`src/rtl/slt_u.sv`:
```
// slt_u: registered unsigned set-less-than comparator.
//   result[0] = (X < Y) unsigned, result[WIDTH-1:1] = 0, eq = (X == Y).
//   Both come from one WIDTH+1-bit subtraction X - Y: the borrow out is
//   "less than", and an all-zero difference is "equal".
// Optional feature macro: SLT_U_PIPE_EN
//   undefined : operands feed the comparator directly, latency 1 edge.
//   defined   : an input register stage captures X/Y/in_valid first,
//               latency 2 edges, still one comparison per cycle.
// Reset is asynchronous and active-high and clears every register,
// including any comparison still in flight.
module slt_u #(
  parameter int WIDTH = 32
) (
  input  logic             clk,
  input  logic             rst,
  input  logic             in_valid,
  input  logic [WIDTH-1:0] X,
  input  logic [WIDTH-1:0] Y,
  output logic [WIDTH-1:0] result,
  output logic             eq,
  output logic             out_valid
);

  // Unsigned compare via a zero-extended subtraction.
  // Returns {lt, eq}.
  function automatic logic [1:0] cmp_u(input logic [WIDTH-1:0] a,
                                       input logic [WIDTH-1:0] b);
    logic [WIDTH:0] diff;
    diff = {1'b0, a} - {1'b0, b};
    return {diff[WIDTH], ~|diff[WIDTH-1:0]};
  endfunction

  logic [WIDTH-1:0] x_p0;
  logic [WIDTH-1:0] y_p0;
  logic             vld_p0;
  logic [1:0]       cmp_p0;

  logic             lt_p1;
  logic             eq_p1;
  logic             vld_p1;

  // ---- stage p0: operand capture (optional) ----
`ifdef SLT_U_PIPE_EN
  // Input register: load operands only on a valid cycle, valid every cycle.
  always_ff @(posedge clk or posedge rst) begin
    if (rst) begin
      x_p0   <= '0;
      y_p0   <= '0;
      vld_p0 <= 1'b0;
    end else begin
      vld_p0 <= in_valid;
      if (in_valid) begin
        x_p0 <= X;
        y_p0 <= Y;
      end
    end
  end
`else
  assign x_p0   = X;
  assign y_p0   = Y;
  assign vld_p0 = in_valid;
`endif

  assign cmp_p0 = cmp_u(x_p0, y_p0);

  // ---- stage p1: registered comparison result ----
  // Result/eq update only on valid input and otherwise hold; out_valid
  // pulses for exactly the cycles carrying a fresh comparison.
  always_ff @(posedge clk or posedge rst) begin
    if (rst) begin
      lt_p1  <= 1'b0;
      eq_p1  <= 1'b0;
      vld_p1 <= 1'b0;
    end else begin
      vld_p1 <= vld_p0;
      if (vld_p0) begin
        lt_p1 <= cmp_p0[1];
        eq_p1 <= cmp_p0[0];
      end
    end
  end

  assign result    = {{(WIDTH-1){1'b0}}, lt_p1};
  assign eq        = eq_p1;
  assign out_valid = vld_p1;

endmodule

```
`config.mk`:
```
export PLATFORM = sky130hd
export DESIGN_NAME = slt_u
export DESIGN_NICKNAME = d
export VERILOG_FILES = /design/src/rtl/slt_u.sv
export SDC_FILE = /design/constraint.sdc
export NUM_CORES = 1
export LEC_CHECK = 0
export ABC_AREA = 1
export CORE_MARGIN = 5
export CORE_UTILIZATION = 44
export DETAILED_ROUTE_END_ITERATION = 6
export GPL_TIMING_DRIVEN = 0
export HOLD_SLACK_MARGIN = 0.06
export PLACE_DENSITY = 0.91
export SYNTH_ARGS = -nofsm -noshare
export SYNTH_HDL_FRONTEND = slang
export SYNTH_SLANG_ARGS = --single-unit
```
`constraint.sdc`:
```
create_clock -name clk -period 0.8 [get_ports clk]
set_clock_uncertainty 0.15 [all_clocks]
set_input_delay 0.2 -clock clk [delete_from_list [all_inputs] [get_ports clk]]
set_output_delay 0.2 -clock clk [all_outputs]
set_load 0.05 [all_outputs]
```
==> impl_metrics.csv, run 1 <==
group,metric,value,unit
run_status,outcome,"finished, violations left",
run_status,violations,"negative setup slack",
final_layout,drive_above_1_share,52.2,%
floorplanning,rows,30,
yosys,ys.flop_type,"dfrtp_1",
global_route,antenna_found_initial,0,
floorplanning,coreArea,0.00679,mm2
worst_setup_path,cp-end-kind,"register",
route,totalWireLength,18300,um
clock_tree,cts_root_buf,"clkbuf_8",
floorplanning,die_w,93.7,um
power_and_ir_drop,pwr-share-comb,89.4,%
clock_tree,cts_max_level,1,
route,firstDrtPassIters,7,
worst_setup_path,critical_path_peak_fanout,6,
power_and_ir_drop,switching_share,57.6,%
clock_tree,insertion_delay,0.22,ns
worst_setup_path,worst-r2r-cell-count,3,
yosys,avgSynthCellArea,4.89,um2
clock_tree,clk_path_buf_depth,2,
sta,max_freq,447,MHz
yosys,synth_common_cells,"nand2_1, inv_1, nor2_1",
worst_setup_path,critPathArrivalTime,2.24,ns
sta,grt_setup_unrepaired,"yes",
power_and_ir_drop,clkPwrFrac,7.7,%
sta,finalCritPeriodShare,279,%
worst_setup_path,r2r_slack,-0.07,ns
power_and_ir_drop,p_int,2.48,mW
global_route,grt_pass1_vias,4627,
placement,gp_congestion,0.896,
route,vias,5170,
yosys,synth_cell_types,25,
min_path,hold_class,"input port to async pin",
sta,hold_viol,0,
power_and_ir_drop,p_leak,3.23,nW
yosys,async_flop_share,100,%
route,ant_nets,0,
clock_tree,cts_tree,"done",
yosys,synth-seq-area-share,2.44,%
floorplanning,initial_utilization,45.3,%
placement,port_buffers,69,
worst_setup_path,rr_startpoint,"eq$_DFFE_PP0P_",
worst_setup_path,r2r_end,"eq$_DFFE_PP0P_",
power_and_ir_drop,ir_drop,504,uV
yosys,syn-cell-area,0.00308,mm2
global_route,grt_util_all_layers,28.4,%
placement,preCtsSetupSlack,-1.96,ns
floorplanning,pin_count,101,
yosys,yosys_warnings,0,
yosys,synth_area_leaders,"nand2_1, inv_1, ha_1",
worst_setup_path,crit_path_start_kind,"input port",
sta,finalSetupViolCount,5,
yosys,synth_top_area_cell,"nand2_1",
global_route,grt_max_degree,8,
clock_tree,cts.sinks,3,
run,cap_violations,0,
yosys,synthCells,630,
power_and_ir_drop,seqPwrFrac,2.9,%
global_route,globalRouteOverflowTotal,0,
yosys,netlist.area_leader.share,29.6,%
floorplanning,die_h,93.7,um
route,via_per_inst,5.88,
route,route.detailed.drc,0,
clock_tree,numCtsBuffers,3,
sta,period_needed,2.24,ns
yosys,ys_ff_latch,3,
final_layout,diodes,0,
sta,timing.final.ws_setup,-1.44,ns
worst_setup_path,path_class,"input port to register",
final_layout,area_growth,92.5,%
power_and_ir_drop,power_switching,3.36,mW
yosys,yosysMostFrequentCell,"nand2_1",
final_layout,final_net_count,885,
route,wire_per_inst,20.8,um
global_route,grt_pass1_wl,20400,um
route,initialDrtViolationCount,732,
final_layout,final_area,0.00593,mm2
final_layout,post-route-util,87.3,%
power_and_ir_drop,p_per_area,985,mW/mm2
floorplanning,die_area,0.00877,mm2
worst_setup_path,required,0.81,ns
placement,post-dp-hpwl,7570,um
sta,drv_slew,0,
yosys,synth_edf_count,0,
clock_tree,clkSlewWorstSetupHoldPaths,0.03,ns
placement,placed_cell_area,0.00404,mm2
## routing by layer
layer	global-route usage (%)	share of wire (%)	vias up
li1	-	-	2125
met1	29.3	31	2233
met5	0	0	-
met4	17.3	12	0
met3	5.37	13	250
met2	52.6	44	562
## logic make-up after synthesis
| group | share of synthesized area (%) |
|---|---|
| buf+inv | 26.6 |
| compound gates | 5.28 |
| fa+ha+maj | 13.7 |
| simple gates | 50.8 |
| xor+xnor | 1.14 |
| flops | 2.44 |
| other cells | 0.122 |
## cells in the final DEF (no fill, tap or decap), types with 2 or more instances in the layout
master and count:
inv_2 51, buf_4 79, and2_4 2, buf_6 7, inv_1 97, nand3_2 16
clkbuf_8 3, inv_4 5, nor2_4 16, a21oi_2 16, nand3b_1 3, dlygate4sd2_1 41
nand4_1 6, ha_4 30, nor3_2 2, nor2_1 21, dfrtp_1 2, o21bai_1 3
conb_1 31, clkbuf_2 6, nand2_4 47, nand2_1 126, nand2_2 74, nor3_4 4
dlymetal6s2s_1 2, clkdlybuf4s50_1 6, nand3_1 19, nor2_2 21, nand2_8 5, a21oi_4 7
xnor2_1 3, clkdlybuf4s15_1 9, nand3_4 10
## worst max path at each step
stage               startpoint             end  slack, ns  depth (start not counted)
floorplan                 X[0]  eq$_DFFE_PP0P_      -1.03                         16
global placement          X[0]  eq$_DFFE_PP0P_      -1.95                         17
detailed placement        X[0]  eq$_DFFE_PP0P_      -1.96                         17
CTS                       X[0]  eq$_DFFE_PP0P_      -1.20                         17
global route             X[11]  eq$_DFFE_PP0P_      -1.63                         15
finish                    X[3]  eq$_DFFE_PP0P_      -1.44                         17
## timing repair
item                                    4_1_cts  5_1_grt
setup buffers                                38       13
endpoints found under the hold margin         3        3
endpoints found under the setup margin        5        5
pin swaps                                   144       98
resized for setup                           341      169
## power groups by stage
stage | Sequential, mW | Clock (mW) | Combinational, mW
floorplan | 0.178 | 0 | 2.06
global placement | 0.170 | 0 | 2.77
detailed placement | 0.170 | 0 | 2.81
CTS | 0.169 | 0.452 | 3.84
global route | 0.170 | 0.479 | 5.41
finish | 0.169 | 0.450 | 5.22
## final cells by class
class,count,area [um2]
Inverter,154,598
Clock buffer,4,45.0
Sequential cell,3,76.3
Buffer,32,244
Fill cell,346,866
Timing Repair Buffer,120,1030
Tap cell,96,120
Multi-Input combinational cell,471,3820
## state kept, by name (all words and copies together) (netlist names)
register   cells
eq             1
out_valid      1
lt_p1          1
## stage by stage
stage,hold WS [ns],setup TNS (ns),cells,power [mW]
floorplan,-0.196,-2.12,660,2.24
global placement,0.226,-5.85,825,2.94
detailed placement,0.225,-5.91,825,2.98
finish,0.00567,-3.75,880,5.84
CTS,0.00472,-3.29,867,4.46
global route,0.0242,-4.04,880,6.06
## critical path: stages
cell and delay (ns):
dlygate4sd2_1 0.26, ha_4 0.30, nand2_4 0.12, inv_2 0.06
nand2_4 0.08, nand2_2 0.07, nand2_2 0.10, nand3_4 0.12
nand3_2 0.11, nand2_1 0.10, nand2_1 0.09, nand2_1 0.07
nor2_2 0.15, nand2_2 0.10, nor2_1 0.15, nand3_1 0.10
nand2_1 0.06
Note: power is estimated with default switching activity, not from simulation.
==> inputs of run 2 (changes only) <==
CORE_ASPECT_RATIO = 1.2   (was unset)
CTS_CLUSTER_DIAMETER = 150   (was unset)
SKIP_LAST_GASP = 1   (was unset)
==> run 2 against run 1 <==
Net effect: the run still ends with negative setup slack left; total power down 7.8%; clock-buffer cell count unchanged; register-to-register slack worse by 0.02 ns; sequential share of layout area up 0.061 points; setup slack better by 0.0048 ns; sequential power about the same; non-clock buffer count up 1; critical path depth down 2; global-route usage up 0.56 points; utilization down 4.2 points; hold slack better by 0.024 ns.
==> impl_metrics.csv, run 2 (synthesized netlist as in run 1, its figures left out) <==
group,metric,value,unit
final_layout,drive_above_1_share,49.2,%
worst_setup_path,required,0.80,ns
final_layout,layout_commonest_cell,"nand2_1",
route,totalWireLength,15900,um
worst_setup_path,crit_path_start_kind,"input port",
route,via_per_inst,5.40,
min_path,hold_class,"input port to async pin",
global_route,globalRouteOverflowTotal,0,
placement,post-dp-hpwl,8000,um
worst_setup_path,critPathArrivalTime,2.23,ns
sta,drv_slew,0,
placement,placed_cell_area,0.00403,mm2
placement,dp_cells,816,
clock_tree,clk_path_buf_depth,2,
final_layout,final_cell_mix,"nand2_1, inv_1, buf_4",
run_status,outcome,"finished, violations left",
floorplanning,die_w,86.4,um
final_layout,fin_cells,872,
clock_tree,numCtsBuffers,3,
sta,hold_viol,0,
sta,fin_setup_tns,-3.46,ns
run,cap_violations,0,
run_status,violations,"negative setup slack",
global_route,grt_max_degree,8,
clock_tree,cts_max_level,1,
floorplanning,die_area,0.00878,mm2
placement,preCtsSetupSlack,-2.00,ns
final_layout,area_growth,83.7,%
clock_tree,cts_tree,"done",
floorplanning,pin_count,101,
route,vias,4705,
placement,gp_congestion,0.885,
clock_tree,cts.sinks,3,
floorplanning,initial_utilization,45.2,%
clock_tree,clkSlewWorstSetupHoldPaths,0.03,ns
floorplanning,coreArea,0.00681,mm2
route,route.detailed.drc,0,
route,firstDrtPassIters,7,
sta,finalCritPeriodShare,279,%
power_and_ir_drop,p_per_area,951,mW/mm2
sta,grt_setup_unrepaired,"yes",
worst_setup_path,critical_path_peak_fanout,4,
route,ant_nets,0,
global_route,antenna_found_initial,0,
route,initialDrtViolationCount,386,
final_layout,final_net_count,886,
worst_setup_path,cp-end-kind,"register",
worst_setup_path,path_class,"input port to register",
final_layout,diodes,0,
final_layout,final_area,0.00566,mm2
global_route,grt_util_all_layers,29.0,%
sta,finalSetupViolCount,5,
sta,period_needed,2.23,ns
placement,port_buffers,69,
floorplanning,die_h,102,um
global_route,grt_pass1_vias,4715,
power_and_ir_drop,ir_drop,750,uV
power_and_ir_drop,p_leak,3.18,nW
sta,max_freq,448,MHz
clock_tree,insertion_delay,0.21,ns
power_and_ir_drop,total_power,5.38,mW
sta,timing.final.ws_setup,-1.43,ns
final_layout,fillers,426,
global_route,grt_pass1_wl,20700,um
clock_tree,cts_root_buf,"clkbuf_8",
floorplanning,rows,33,
route,wire_per_inst,18.2,um
run 2: changes by cell type in the layout (fill, tap and decap cells not counted), sizes merged:
cell	delta
buf	+3
clkbuf	+10
inv	-1
dlymetal6s2s	-1
dlygate4sd2	-13
clkdlybuf4s50	-1
clkdlybuf4s15	+3
clkinv	+1
run 2: through the flow:
| stage | hold slack, ns | util [%] |
|---|---|---|
| floorplan | -0.196 | - |
| global placement | 0.222 | 59.1 |
| detailed placement | 0.248 | 59.1 |
| CTS | 0.0341 | 78.0 |
| global route | 0.0461 | 83.0 |
| finish | 0.0299 | 83.0 |
run 2: layout make-up:
cell class	instances	area, um2	area share, %
Tap cell	87	109	1.92
Clock buffer	4	45.0	0.796
Sequential cell	3	76.3	1.35
Timing Repair Buffer	121	976	17.2
Inverter	154	601	10.6
Buffer	32	244	4.31
Multi-Input combinational cell	471	3610	63.8
run 2: worst paths after layout:
kind                                         from                  end  slack (ns)  depth (start not counted)
min in group clk                         in_valid  out_valid$_DFF_PP0_        0.08                          1
max in group asynchronous                     rst  out_valid$_DFF_PP0_        0.32                          2
worst max register to register  lt_p1$_DFFE_PP0P_    lt_p1$_DFFE_PP0P_       -0.09                          3
worst min register to register     eq$_DFFE_PP0P_       eq$_DFFE_PP0P_        0.44                          3
worst min-delay path                          rst    lt_p1$_DFFE_PP0P_        0.03                          2
worst max-delay path                         X[7]       eq$_DFFE_PP0P_       -1.43                         15
run 2: power breakdown:
| part | internal, mW | switching, mW |
|---|---|---|
| registers | 0.163 | 0.00579 |
| clock network | 0.339 | 0.0904 |
| logic | 1.89 | 2.90 |
run 2: worst max-delay path, stage by stage:
cell,delay (ns)
clkdlybuf4s15_1,0.22
ha_4,0.30
nand2_2,0.09
nand2_4,0.08
nand2_4,0.08
nand2_4,0.06
inv_1,0.12
nand3_4,0.17
xnor2_2,0.24
nand2_1,0.10
nor2_2,0.16
nand3_2,0.12
nor2_2,0.11
nand3_1,0.09
nand2_1,0.07
run 2: repair_timing:
item / in CTS / in global routing
endpoints found under the setup margin: 5 / 6
pin swaps: 152 / 81
resized for setup: 371 / 119
hold endpoints to repair: 3 / 3
buffers inserted: 43 / 10
run 2: routing by layer:
layer	share of wire [%]	vias to the layer above	track usage, %
li1	-	2124	-
met1	32	2084	26.9
met2	50	356	56.9
met3	8.9	141	3.99
met4	9.4	0	20.1
met5	0	-	0
==> RTL change: new RTL, settings of run 1 <==
The parameter `WIDTH` goes from 32 to 64.
--- a/src/rtl/slt_u.sv
+++ b/src/rtl/slt_u.sv
@@ -11,3 +11,3 @@
 module slt_u #(
-  parameter int WIDTH = 32
+  parameter int WIDTH = 64
 ) (
Ports: changed (resized X, Y and result); port bits go from 101 to 197. No check against the original RTL was run, so the function may have changed too.
==> RTL change against run 1 <==
  * The run ends with hold timing, setup timing left
  * Final area grew 110%
  * Synthesized area grew 130%
  * Non-clock buffer count grew 150
  * Setup slack lost 0.33 ns
  * Sequential power is essentially flat
  * Routed wire length grew 88%
  * Total power grew 88%
  * Sequential cell count is the same
==> RTL change: results (changes against run 1) <==
Routed WL 34.5 mm (+88%); library cells used by synthesis 34 (+36%); pin count of the biggest net entering global routing 7 (-1); XOR/XNOR Fraction of Synth Area 0.986% (-0.15 points); status finished with violations; DR iter-0 viols 1384 (+89%); failing checks hold timing, setup timing; DR vias/cell 5.46 (-7.0%); post-DP HPWL 21.2 mm (+180%); pre-CTS WS -2.46 ns (-0.497 ns); sequential fraction of the synthesis area 1.06% (-1.4 points); top cell type's share of synthesized area 29.4% (-0.25 points); global-route usage over all layers 29.6% (+1.2 points); Final WS setup -1.77 ns (-0.334 ns); share of cells above drive strength 1 44.7% (-7.5 points); vias in the first global route 9655 (+110%); first-pass GRT wire length 45.1 mm (+120%); Comb group 10.0 mW (+92%); Clock group 0.805 mW (+79%); crit path max fanout 4 (-2); Placer Congestion 0.985 (+10%); top post-synthesis cells by area nand2_1, inv_1, ha_1; switching share of power 57.4% (-0.15 points); Leak Pwr 7.13 nW (+120%); Setup TNS -4.36 ns (-0.607 ns); port bufs 133 (+93%); Final setup violation count 5 (unchanged); most frequent cells after synthesis nand2_1, inv_1, nor2_1; WHS -0.00801 ns (-0.0137 ns); final hold vios 3 (+3); Pint 4.67 mW (+89%)
RTL change: logic make-up (layout without fill, tap and decap cells):
family / Yosys count / in the layout
other cells: 1 / 63
simple gates: 872 / 872
fa+ha+maj: 65 / 65
xor+xnor: 8 / 8
flops: 3 / 3
buf+inv: 429 / 671
compound gates: 85 / 85
RTL change: stage by stage:
step                      cell area [um^2]  std cells
after global routing                 12500       1983
after floorplan                       7380       1525
final                                12500       1983
after CTS                            11300       1951
after global placement                8980       1874
after detailed placement              8980       1874
RTL change: final cells by class:
cell class,count,area [um^2]
Fill cell,1042,3380
Multi-Input combinational cell,1093,7970
Tap cell,216,270
Inverter,365,1410
Timing Repair Buffer,238,2210
Clock buffer,4,78.8
Sequential cell,3,76.3
Buffer,64,484
RTL change: worst register-to-register path, stage by stage (launching register included):
cell,delay [ns]
dfrtp_1,0.38
buf_4,0.13
a32o_1,0.20
RTL change: final timing paths:
| check | start | endpoint | slack (ns) | cells after the start |
|---|---|---|---|---|
| max | X[11] | eq | -1.77 | 22 |
| min | rst | lt_p1 | -0.008 | 2 |
| max reg2reg | lt_p1 | lt_p1 | -0.19 | 2 |
| min in group clk | in_valid | out_valid | 0.37 | 1 |
| max in group asynchronous | rst | out_valid | 0.37 | 2 |
| min reg2reg | eq | eq | 0.45 | 3 |
RTL change: metal layers:
layer | GRT usage, % | up-vias | wire [um] | share of wire, %
met5 | 0 | - | 0 | 0
met4 | 10.0 | 0 | 2470 | 7.2
met3 | 5.40 | 325 | 4470 | 13
met2 | 52.2 | 907 | 15900 | 46
met1 | 36.0 | 4756 | 11600 | 34
li1 | - | 4843 | - | -
RTL change: timing repair:
action                                  in CTS  in global routing
cloned                                       0                  0
pin swaps                                  210                188
endpoints found under the setup margin       5                  5
buffers inserted                            73                 32
endpoints found under the hold margin        3                  3
gates resized for setup                    571                301
